[config.mk]
export PLATFORM = sky130hd
export DESIGN_NAME = carry_skip_adder_8b
export DESIGN_NICKNAME = d
export VERILOG_FILES = /design/src/rtl/carry_skip_adder_8b.sv
export SDC_FILE = /design/constraint.sdc
export NUM_CORES = 1
export LEC_CHECK = 0
export BUFFER_PORTS_ARGS = -buffer_cell sky130_fd_sc_hd__clkbuf_2
export CAP_MARGIN = 20
export CORE_MARGIN = 3
export CORE_UTILIZATION = 45
export CTS_CLUSTER_SIZE = 24
export DETAILED_ROUTE_END_ITERATION = 7
export PLACE_DENSITY_LB_ADDON = 0.08
export RECOVER_POWER = 25
export SLEW_MARGIN = 20
export SYNTH_ARGS = -nofsm -noshare
export SYNTH_HDL_FRONTEND = slang
export SYNTH_SLANG_ARGS = --single-unit
[constraint.sdc]
create_clock -name clk -period 0.95 [get_ports clk]
set_input_delay 0.19 -clock clk [delete_from_list [all_inputs] [get_ports clk]]
set_output_delay 0.19 -clock clk [all_outputs]
set_load 0.02 [all_outputs]
[src/rtl/carry_skip_adder_8b.sv]
// carry_skip_adder_8b
// Registered 8-bit carry-skip adder: {Cout,Sum} = A + B + Cin, one cycle latency.
// The core is two 4-bit ripple blocks. Each block has a skip multiplexer on its
// carry-out, steered by the block propagate signal. The result feeds one register stage.
module carry_skip_adder_8b (
  input  logic       clk,
  input  logic       rst_n,
  input  logic       in_valid,
  input  logic [7:0] A,
  input  logic [7:0] B,
  input  logic       Cin,
  output logic [7:0] Sum,
  output logic       Cout,
  output logic       out_valid
);

  localparam int BLK_W = 4;

  // Bitwise propagate / generate terms for all eight bit positions.
  logic [7:0]     p;
  logic [7:0]     g;

  // Ripple carry chains, one per block.
  // Index 0 is the block carry-in. Index BLK_W is the rippled carry-out.
  logic [BLK_W:0] rc0;
  logic [BLK_W:0] rc1;

  // Block propagate flags.
  logic           blk_p0;
  logic           blk_p1;

  // Skip-mux outputs.
  // c4 is the carry into block 1. c8 is the final carry-out.
  logic           c4;
  logic           c8;

  // Combinational sum ahead of the output register.
  logic [7:0]     sum_d;

  assign p = A ^ B;
  assign g = A & B;

  // Block 0: ripple the carry through bits [3:0], starting from Cin.
  always_comb begin
    // NOTE: every bit gets a default before the loop, so no path can leave a bit unassigned and infer a latch.
    rc0    = '0;
    rc0[0] = Cin;
    for (int i = 0; i < BLK_W; i++) begin
      rc0[i+1] = g[i] | (p[i] & rc0[i]);
    end
  end

  // When every bit of block 0 propagates, the block carry-in passes straight to c4.
  // Otherwise c4 takes the rippled carry.
  assign blk_p0 = &p[BLK_W-1:0];
  assign c4     = blk_p0 ? Cin : rc0[BLK_W];

  // Block 1: ripple the carry through bits [7:4], starting from the skip output c4.
  always_comb begin
    rc1    = '0;
    rc1[0] = c4;
    for (int i = 0; i < BLK_W; i++) begin
      rc1[i+1] = g[i+BLK_W] | (p[i+BLK_W] & rc1[i]);
    end
  end

  // Block 1 skip mux produces the final carry-out.
  // It is logically redundant with the ripple path; it is kept so the carry takes the short route.
  assign blk_p1 = &p[7:BLK_W];
  assign c8     = blk_p1 ? c4 : rc1[BLK_W];

  // Sum bit i is p[i] XOR the carry into bit i within its block.
  assign sum_d = {p[7:BLK_W] ^ rc1[BLK_W-1:0], p[BLK_W-1:0] ^ rc0[BLK_W-1:0]};

  // Result register: capture the sum on valid cycles and hold it otherwise.
  // Reset clears it asynchronously.
  always_ff @(posedge clk or negedge rst_n) begin
    // NOTE: sequential state uses non-blocking assignments so every register samples pre-edge values.
    if (!rst_n) begin
      Sum  <= 8'h00;
      Cout <= 1'b0;
    end else if (in_valid) begin
      Sum  <= sum_d;
      Cout <= c8;
    end
  end

  // Valid flag: follows in_valid with one cycle of latency.
  // NOTE: only the small output registers exist here, so all of them take the async reset.
  always_ff @(posedge clk or negedge rst_n) begin
    if (!rst_n) begin
      out_valid <= 1'b0;
    end else begin
      out_valid <= in_valid;
    end
  end

endmodule

### Word-level counts from Yosys, hierarchy flattened

Cells that the tools add are included.

| word-level totals | value |
|---|---|
| flip-flop bits (word level) | 10 |
| input port bits | 20 |
| output and inout port bits | 10 |
| logic and storage cells | 27 |

| cells by class | value |
|---|---|
| mux-type cells | 2 |
| bitwise operators | 20 |
| reductions and logical operators | 2 |

Operators with widths:

| kind | number |
|---|---|
| bitwise AND 1 bit | 8 |
| bitwise AND 8 bit | 1 |
| OR 1 bit | 8 |
| AND reduction 4 bit | 2 |
| XOR 4 bit | 2 |
| XOR 8 bit | 1 |
| 2-to-1 mux 1 bit | 2 |

### Logic depth before layout (Yosys ltp)

Gate-level depths: netlist of run 1.

| depth | value |
|---|---|
| depth in word-level cells | 19 |
| depth in mapped cells | 15 |
| mapped depth without buffers | 15 |

### Worst setup path after synthesis of run 1

OpenSTA, ideal clock, no wires.

| path | value |
|---|---|
| path type | input to register |
| from | input A[0] |
| to | register Sum[7] |
| library setup time | 0.079 ns |
| data arrival time | 3.509 ns |
| required time | 0.871 ns |
| setup slack | -2.638 ns |
| stages | 13 |
| path buffers | 0 |
| cell sequence | inv_1 > fa_1 > inv_1 > fa_1 > fa_1 > fa_1 > mux2_4 > fa_1 > fa_1 > fa_1 > inv_1 > fa_1 > mux2i_1 |

| on the way | value |
|---|---|
| cells in the longest elaborated chain, start to end | 17 |
| elaborated cells on any way between the ends | 19 |
| classes of those cells | mux (1); bitwise (17); reduce/logical (1) |

Ends and longest elaborated chain:

| what | line | RTL |
|---|---|---|
| from (decl) | 9 | `input logic [7:0] A,` |
| XOR 8 bit | 40 | `assign p = A ^ B;` |
| bitwise AND 1 bit | 49 | `rc0[i+1] = g[i] \| (p[i] & rc0[i]);` |
| OR 1 bit | 49 |  |
| bitwise AND 1 bit | 49 |  |
| OR 1 bit | 49 |  |
| bitwise AND 1 bit | 49 |  |
| OR 1 bit | 49 |  |
| bitwise AND 1 bit | 49 |  |
| OR 1 bit | 49 |  |
| 2-to-1 mux 1 bit * | 56 | `assign c4 = blk_p0 ? Cin : rc0[BLK_W];` |
| bitwise AND 1 bit * | 63 | `rc1[i+1] = g[i+BLK_W] \| (p[i+BLK_W] & rc1[i]);` |
| OR 1 bit * | 63 |  |
| bitwise AND 1 bit * | 63 |  |
| OR 1 bit * | 63 |  |
| bitwise AND 1 bit * | 63 |  |
| OR 1 bit * | 63 |  |
| XOR 4 bit * | 73 | `assign sum_d = {p[7:BLK_W] ^ rc1[BLK_W-1:0], p[BLK_W-1:0] ^ rc0[BLK_W-1:0]};` |
| to (signal assigned) | 83 | `Sum <= sum_d;` |
| to (decl) | 12 | `output logic [7:0] Sum,` |

Mark *: on every way between the ends. The rest lies on a longest branch, timed or not.
A chain may end at the register's enable or synchronous reset.

### Final worst setup path of run 1

Ends and elaborated chain as after synthesis.

==> impl_metrics.toml, run 1 <==
[grt]
grt_use_met3_pct = 4.78
grt_antenna_before_repair = 0
groute.layer.met2.usage_pct = 26.6
grtUsageMet1_pct = 17.0
number_of_global_route_vias_before_repair = 536
grtUsageTotal_pct = 15.9
grt_busiest_layer = "met2"
globalRouteOverflowTotal = 0
grt_max_degree = 13
global_route_wire_length_before_repair_um = 2220

[detailed_routing]
first_pass_iters = 2
route.detailed.wl_per_inst_um = 12.5
detail_route.wirelength_um = 1380
routed_via_density = 4.73
drt-initial-drc-count = 3
drc_errors = 0
routed-via-count = 520
final_antenna_net_count = 0

[cells_and_area]
seqCellArea_sq_um = 250
postLayoutCoreUtil_pct = 81.0
fin_nets = 133
n_antenna_cell = 0
multi_input_comb_area_sq_um = 420
layout-area-overhead-vs-synth_pct = 59.9
fill_cells = 89
drive_above_1_share_pct = 65.3

[clock_network]
cts_tree = "done"
worst_skew_pair.late_latency_ns = 0.25
clk_root_buffer_cell = "sky130_fd_sc_hd__clkbuf_4"
cts.sinks = 10
ctsHtreeMaxLevel = 1
cts_buffer_depth = 2
clk_pin_slew_ns = 0.06
cts_made_buffers = 3

[sta]
fmaxAchievable_mhz = 302
finalHoldWorstSlack_ns = 0.256
slew_viol_final = 0
worstMarginPinSlew_ns = 0.525
post-route-min-period_ns = 3.31
hold_violations = 0
final_critical_path_share_of_the_clock_period_pct = 349
setup_ws_ns = -2.36
clock-skew-final_ns = 0
report.final.setup_viol = 17
slew_headroom_pct = 65.0
rsz0062_at_grt = "true"

[synth]
syn_area_sq_um = 692
synth_cells = 51
yosys_warnings = 0
post_synth_num_cell_types = 13
yosysSeqAreaShare_pct = 36.2
post_synthesis_net_count = 87
ys_seq_elements = 10
syn_area_per_cell_sq_um = 13.6

[pwr]
ir_drop_worst_vdd_v = 0.000686
pwr-share-clk_pct = 16.3
leakage_uw = 0.000567
power-per-cell-area_mw_per_mm2 = 1440
share_comb_of_total_power_pct = 47.2
p_int_uw = 1090
power.net_switching_uw = 501
power_frac_seq_pct = 36.5
switching_share_pct = 31.4

[critical_path]
r2r_start = "Cout"
critPathKind = "in -> reg"
worst-endpoint-arrival_ns = 3.49
start_kind = "primary input"
worst_ep_required_time_ns = 1.13
critical_path.max_fanout = 2
crit_path_start = "A[0]"
timing.critical_path.to_type = "register"

[placement]
placement.io_buffers = 29
placement.setup.worst_slack_ns = -2.69
final_weighted_congestion_in_routability_driven_placement = 0.745

[floorplanning]
core.rowCount = 13
die-area_sq_mm = 0.00204
boundaryPins = 30
initial_util_pct = 50.6
floorplan.die.height_um = 45.2
die_width_um = 45.2
core_area_sq_mm = 0.00137

[hold_path]
hold_class = "in -> reg"
worst_hold_startpoint = "in_valid"

[flow_run]
number_of_max_capacitance_violations_reported = 0

[outcome]
outcome = "finished with violations"
failing_checks = "negative setup slack"
logic make-up (layout without fill, tap and decap cells):
logic type	Yosys count	count (layout)	share of synthesized area (%)
compound gates	2	2	2.17
fa+ha+maj	16	16	37.6
buf+inv	11	55	6.15
flops	10	10	36.2
mux	9	9	14.8
simple gates	3	3	3.08
repair_timing:
item / in CTS / in global routing
setup buffers: 4 / 0
hold buffers: 1 / 0
resized for setup: 11 / 20
cloned: 0 / 0
endpoints found under the hold margin: 10 / 0
endpoints found under the setup margin: 18 / 18
cell usage in the layout (no fill, tap or decap), types with 4 or more instances in the layout:
master / count
sky130_fd_sc_hd__ha_1: 8
sky130_fd_sc_hd__buf_4: 13
sky130_fd_sc_hd__fa_2: 7
sky130_fd_sc_hd__clkbuf_8: 4
sky130_fd_sc_hd__dfrtp_1: 10
sky130_fd_sc_hd__clkbuf_2: 16
sky130_fd_sc_hd__mux2_2: 5
sky130_fd_sc_hd__buf_6: 6
sky130_fd_sc_hd__inv_1: 5
power by group through the flow:
stage	registers (uW)	clock network [uW]	logic (uW)
final	582	260	752
after global routing	589	294	820
after CTS	566	276	692
after detailed placement	572	0	563
after global placement	570	0	553
after floorplan	684	0	198
critical path: stages:
cell                        delay [ns]
sky130_fd_sc_hd__clkbuf_16        0.13
sky130_fd_sc_hd__inv_12           0.04
sky130_fd_sc_hd__fa_2             0.19
sky130_fd_sc_hd__inv_2            0.04
sky130_fd_sc_hd__fa_2             0.33
sky130_fd_sc_hd__fa_2             0.34
sky130_fd_sc_hd__fa_2             0.32
sky130_fd_sc_hd__mux2_4           0.27
sky130_fd_sc_hd__fa_2             0.34
sky130_fd_sc_hd__fa_2             0.34
sky130_fd_sc_hd__fa_2             0.34
sky130_fd_sc_hd__inv_2            0.06
sky130_fd_sc_hd__fa_1             0.40
sky130_fd_sc_hd__mux2i_1          0.14
metrics by stage:
stage                     total power [uW]  cells  area (sq um)  setup TNS (ns)
after floorplan                        883     51           731          -12.33
after global placement                1120    102           950          -14.53
after detailed placement              1130    102           950          -14.71
after CTS                             1530    110          1070          -12.21
after global routing                  1700    110          1110          -12.86
final                                 1590    110          1110          -12.14
metal layers:
layer / up-vias / part of all wire, %
li1: 255 / -
met4: 0 / 0
met2: 18 / 54
met3: 0 / 6.7
met5: - / 0
met1: 247 / 39
Yosys cell counts, drive strengths merged:
library cell | n | area, sq um
and4 | 1 | 8.76
mux2 | 7 | 82.6
inv | 10 | 37.5
buf | 1 | 5.00
fa | 8 | 160
dfrtp | 10 | 250
nand2b | 1 | 6.26
o22ai | 1 | 6.26
ha | 8 | 100
nand4 | 1 | 6.26
a31o | 1 | 8.76
mux2i | 2 | 20.0
cell type report:
type | count | area share (%)
tap | 15 | 1.70
clock buffer | 3 | 2.04
sequential | 10 | 22.6
multi-input combinational | 30 | 38.0
timing repair buffer | 42 | 30.7
inverter | 10 | 4.98
path summary, 6_finish.rpt:
check / slack, ns / depth (start not counted) / end
min in group asynchronous: 0.43 / 2 / Sum[6]
worst min register to register: 0.54 / 2 / Sum[7]
max in group asynchronous: 0.17 / 2 / Sum[1]
worst max-delay path: -2.36 / 14 / Sum[7]
worst min-delay path: 0.26 / 1 / out_valid
worst max register to register: 0.03 / 4 / Cout
sequential cells by signal, indices dropped and copies added (netlist names):
| name | cells |
|---|---|
| Cout | 1 |
| Sum | 8 |
| out_valid | 1 |
Note: power is estimated with default switching activity, not from simulation.
==> run 2: changes to the inputs <==
--- a/config.mk
+++ b/config.mk
@@ -7,8 +7,9 @@
 export LEC_CHECK = 0
 export BUFFER_PORTS_ARGS = -buffer_cell sky130_fd_sc_hd__clkbuf_2
 export CAP_MARGIN = 20
-export CORE_MARGIN = 3
-export CORE_UTILIZATION = 45
+export CELL_PAD_IN_SITES_DETAIL_PLACEMENT = 0
+export CELL_PAD_IN_SITES_GLOBAL_PLACEMENT = 1
+export CORE_UTILIZATION = 35
 export CTS_CLUSTER_SIZE = 24
 export DETAILED_ROUTE_END_ITERATION = 7
 export PLACE_DENSITY_LB_ADDON = 0.08
==> run 2 against run 1 <==
Compared with the run above:
- the run still ends with negative setup slack left
- combinational power is 7.6% lower
- design area is 0.23% lower
- critical path type unchanged
- sequential share of layout area is 0.051 points higher
- highest routed layer is now met4
==> impl_metrics.toml, run 2 (synthesis results as in run 1) <==
[clock_network]
cts_buffer_depth = 2
clk_pin_slew_ns = 0.06
cts.sinks = 10
clk_root_buffer_cell = "sky130_fd_sc_hd__clkbuf_4"
ctsHtreeMaxLevel = 1
cts_made_buffers = 3
worst_skew_pair.late_latency_ns = 0.25
cts_tree = "done"

[placement]
place.detailed.instances = 114
placement.io_buffers = 29
final_weighted_congestion_in_routability_driven_placement = 0.764
dp_hpwl_um = 1080
detailed_place.area_sq_um = 977
placement.setup.worst_slack_ns = -2.71

[detailed_routing]
routed_via_density = 4.17
drc_errors = 0
route.detailed.wl_per_inst_um = 10.2
first_pass_iters = 2
drt-initial-drc-count = 2
detail_route.wirelength_um = 1220
final_antenna_net_count = 0
routed-via-count = 496

[sta]
post-route-min-period_ns = 3.33
fmaxAchievable_mhz = 300
slew_headroom_pct = 65.4
slew_viol_final = 0
report.final.setup_viol = 17
clock-skew-final_ns = 0
worstMarginPinSlew_ns = 0.519
setup_ws_ns = -2.38
rsz0062_at_grt = "true"
hold_violations = 0
final_critical_path_share_of_the_clock_period_pct = 351

[cells_and_area]
mostFrequentLayoutCells = "sky130_fd_sc_hd__clkbuf_2, sky130_fd_sc_hd__buf_4, sky130_fd_sc_hd__dfrtp_1, sky130_fd_sc_hd__buf_6, sky130_fd_sc_hd__ha_1"
layout-area-overhead-vs-synth_pct = 59.5
largest_register_ffs = 8
post-route-cell-area_sq_mm = 0.00110
top_register = "Sum"
mostFrequentLayoutCell = "sky130_fd_sc_hd__clkbuf_2"
largestRegisters = "Sum (8), Cout (1), out_valid (1)"
drive_above_1_share_pct = 64.9
fill_cells = 159
n_antenna_cell = 0
final_cell_count_no_fill = 119
fin_nets = 132

[critical_path]
r2r_setup_slack_ns = 0.05
r2r_start = "Sum[6]"
critPathKind = "in -> reg"
critical_path.max_fanout = 2
start_kind = "primary input"
timing.critical_path.to_type = "register"
worst_ep_required_time_ns = 1.13
crit_path_start = "A[0]"
worst-endpoint-arrival_ns = 3.51

[floorplanning]
core_area_sq_mm = 0.00178
boundaryPins = 30
die-area_sq_mm = 0.00216
die_width_um = 46.5
core.rowCount = 15
floorplan.die.height_um = 46.5
initial_util_pct = 38.8

[pwr]
ir_drop_worst_vdd_v = 0.000607
report.power.total_uw = 1540
leakage_uw = 0.000559
power-per-cell-area_mw_per_mm2 = 1390

[hold_path]
hold_class = "in -> reg"
worst_hold_startpoint = "in_valid"

[grt]
grtUsageTotal_pct = 13.4
grt_max_degree = 13
globalRouteOverflowTotal = 0
global_route_wire_length_before_repair_um = 1930
grt_antenna_before_repair = 0
number_of_global_route_vias_before_repair = 490

[flow_run]
number_of_max_capacitance_violations_reported = 0

[outcome]
failing_checks = "negative setup slack"
outcome = "finished with violations"
run 2: worst max-delay path, cell delays in order:
cell and delay, ns:
sky130_fd_sc_hd__clkbuf_16 0.13, sky130_fd_sc_hd__inv_12 0.04, sky130_fd_sc_hd__fa_2 0.19, sky130_fd_sc_hd__inv_2 0.04, sky130_fd_sc_hd__fa_2 0.33, sky130_fd_sc_hd__fa_2 0.35
sky130_fd_sc_hd__fa_2 0.34, sky130_fd_sc_hd__mux2_4 0.27, sky130_fd_sc_hd__fa_2 0.34, sky130_fd_sc_hd__fa_2 0.34, sky130_fd_sc_hd__fa_2 0.35, sky130_fd_sc_hd__inv_2 0.06
sky130_fd_sc_hd__fa_1 0.40, sky130_fd_sc_hd__mux2i_1 0.13
run 2: worst paths after layout:
path	endpoint	cells after the start
worst max-delay path	Sum[7]	14
worst min-delay path	out_valid	1
worst max register to register	Sum[6]	2
worst min register to register	Sum[1]	1
max in group asynchronous	Sum[4]	2
min in group asynchronous	Sum[5]	2
run 2: area by class of cell:
class / count / area [sq um] / share of cell area (%)
Multi-Input combinational cell: 30 / 420 / 38.1
Tap cell: 25 / 31.3 / 2.83
Inverter: 10 / 55.1 / 4.99
Timing Repair Buffer: 41 / 324 / 29.4
Clock buffer: 3 / 22.5 / 2.04
Sequential cell: 10 / 250 / 22.7
run 2: per-stage QoR:
stage               setup TNS (ns)  util, %  hold slack (ns)
finish                      -12.15     61.9            0.242
detailed placement          -14.80     54.8           0.0650
global route                -12.94     61.9            0.242
CTS                         -12.34     58.7            0.237
floorplan                   -12.33        -           -0.106
global placement            -14.61     54.8           0.0632
run 2: metal layers:
metal  vias up  track usage, %  part of all wire (%)
met5         -               0                     0
met2        24            20.8                    47
met1       222            16.8                    46
met3         2            1.18                   4.8
met4         0            10.6                   1.6
li1        248               -                     -
run 2: where the power goes:
group | switching (uW) | internal, uW | total, uW
registers | 63.6 | 519 | 582
logic | 302 | 393 | 695
clock network | 116 | 145 | 261
total | 481 | 1060 | 1540
run 2: repair_timing:
| item | in CTS | in global routing |
|---|---|---|
| endpoints found under the setup margin | 18 | 18 |
| hold buffers | 1 | 0 |
| endpoints found under the hold margin | 10 | 0 |
| buffers inserted | 1 | 0 |
| gates resized for setup | 5 | 29 |
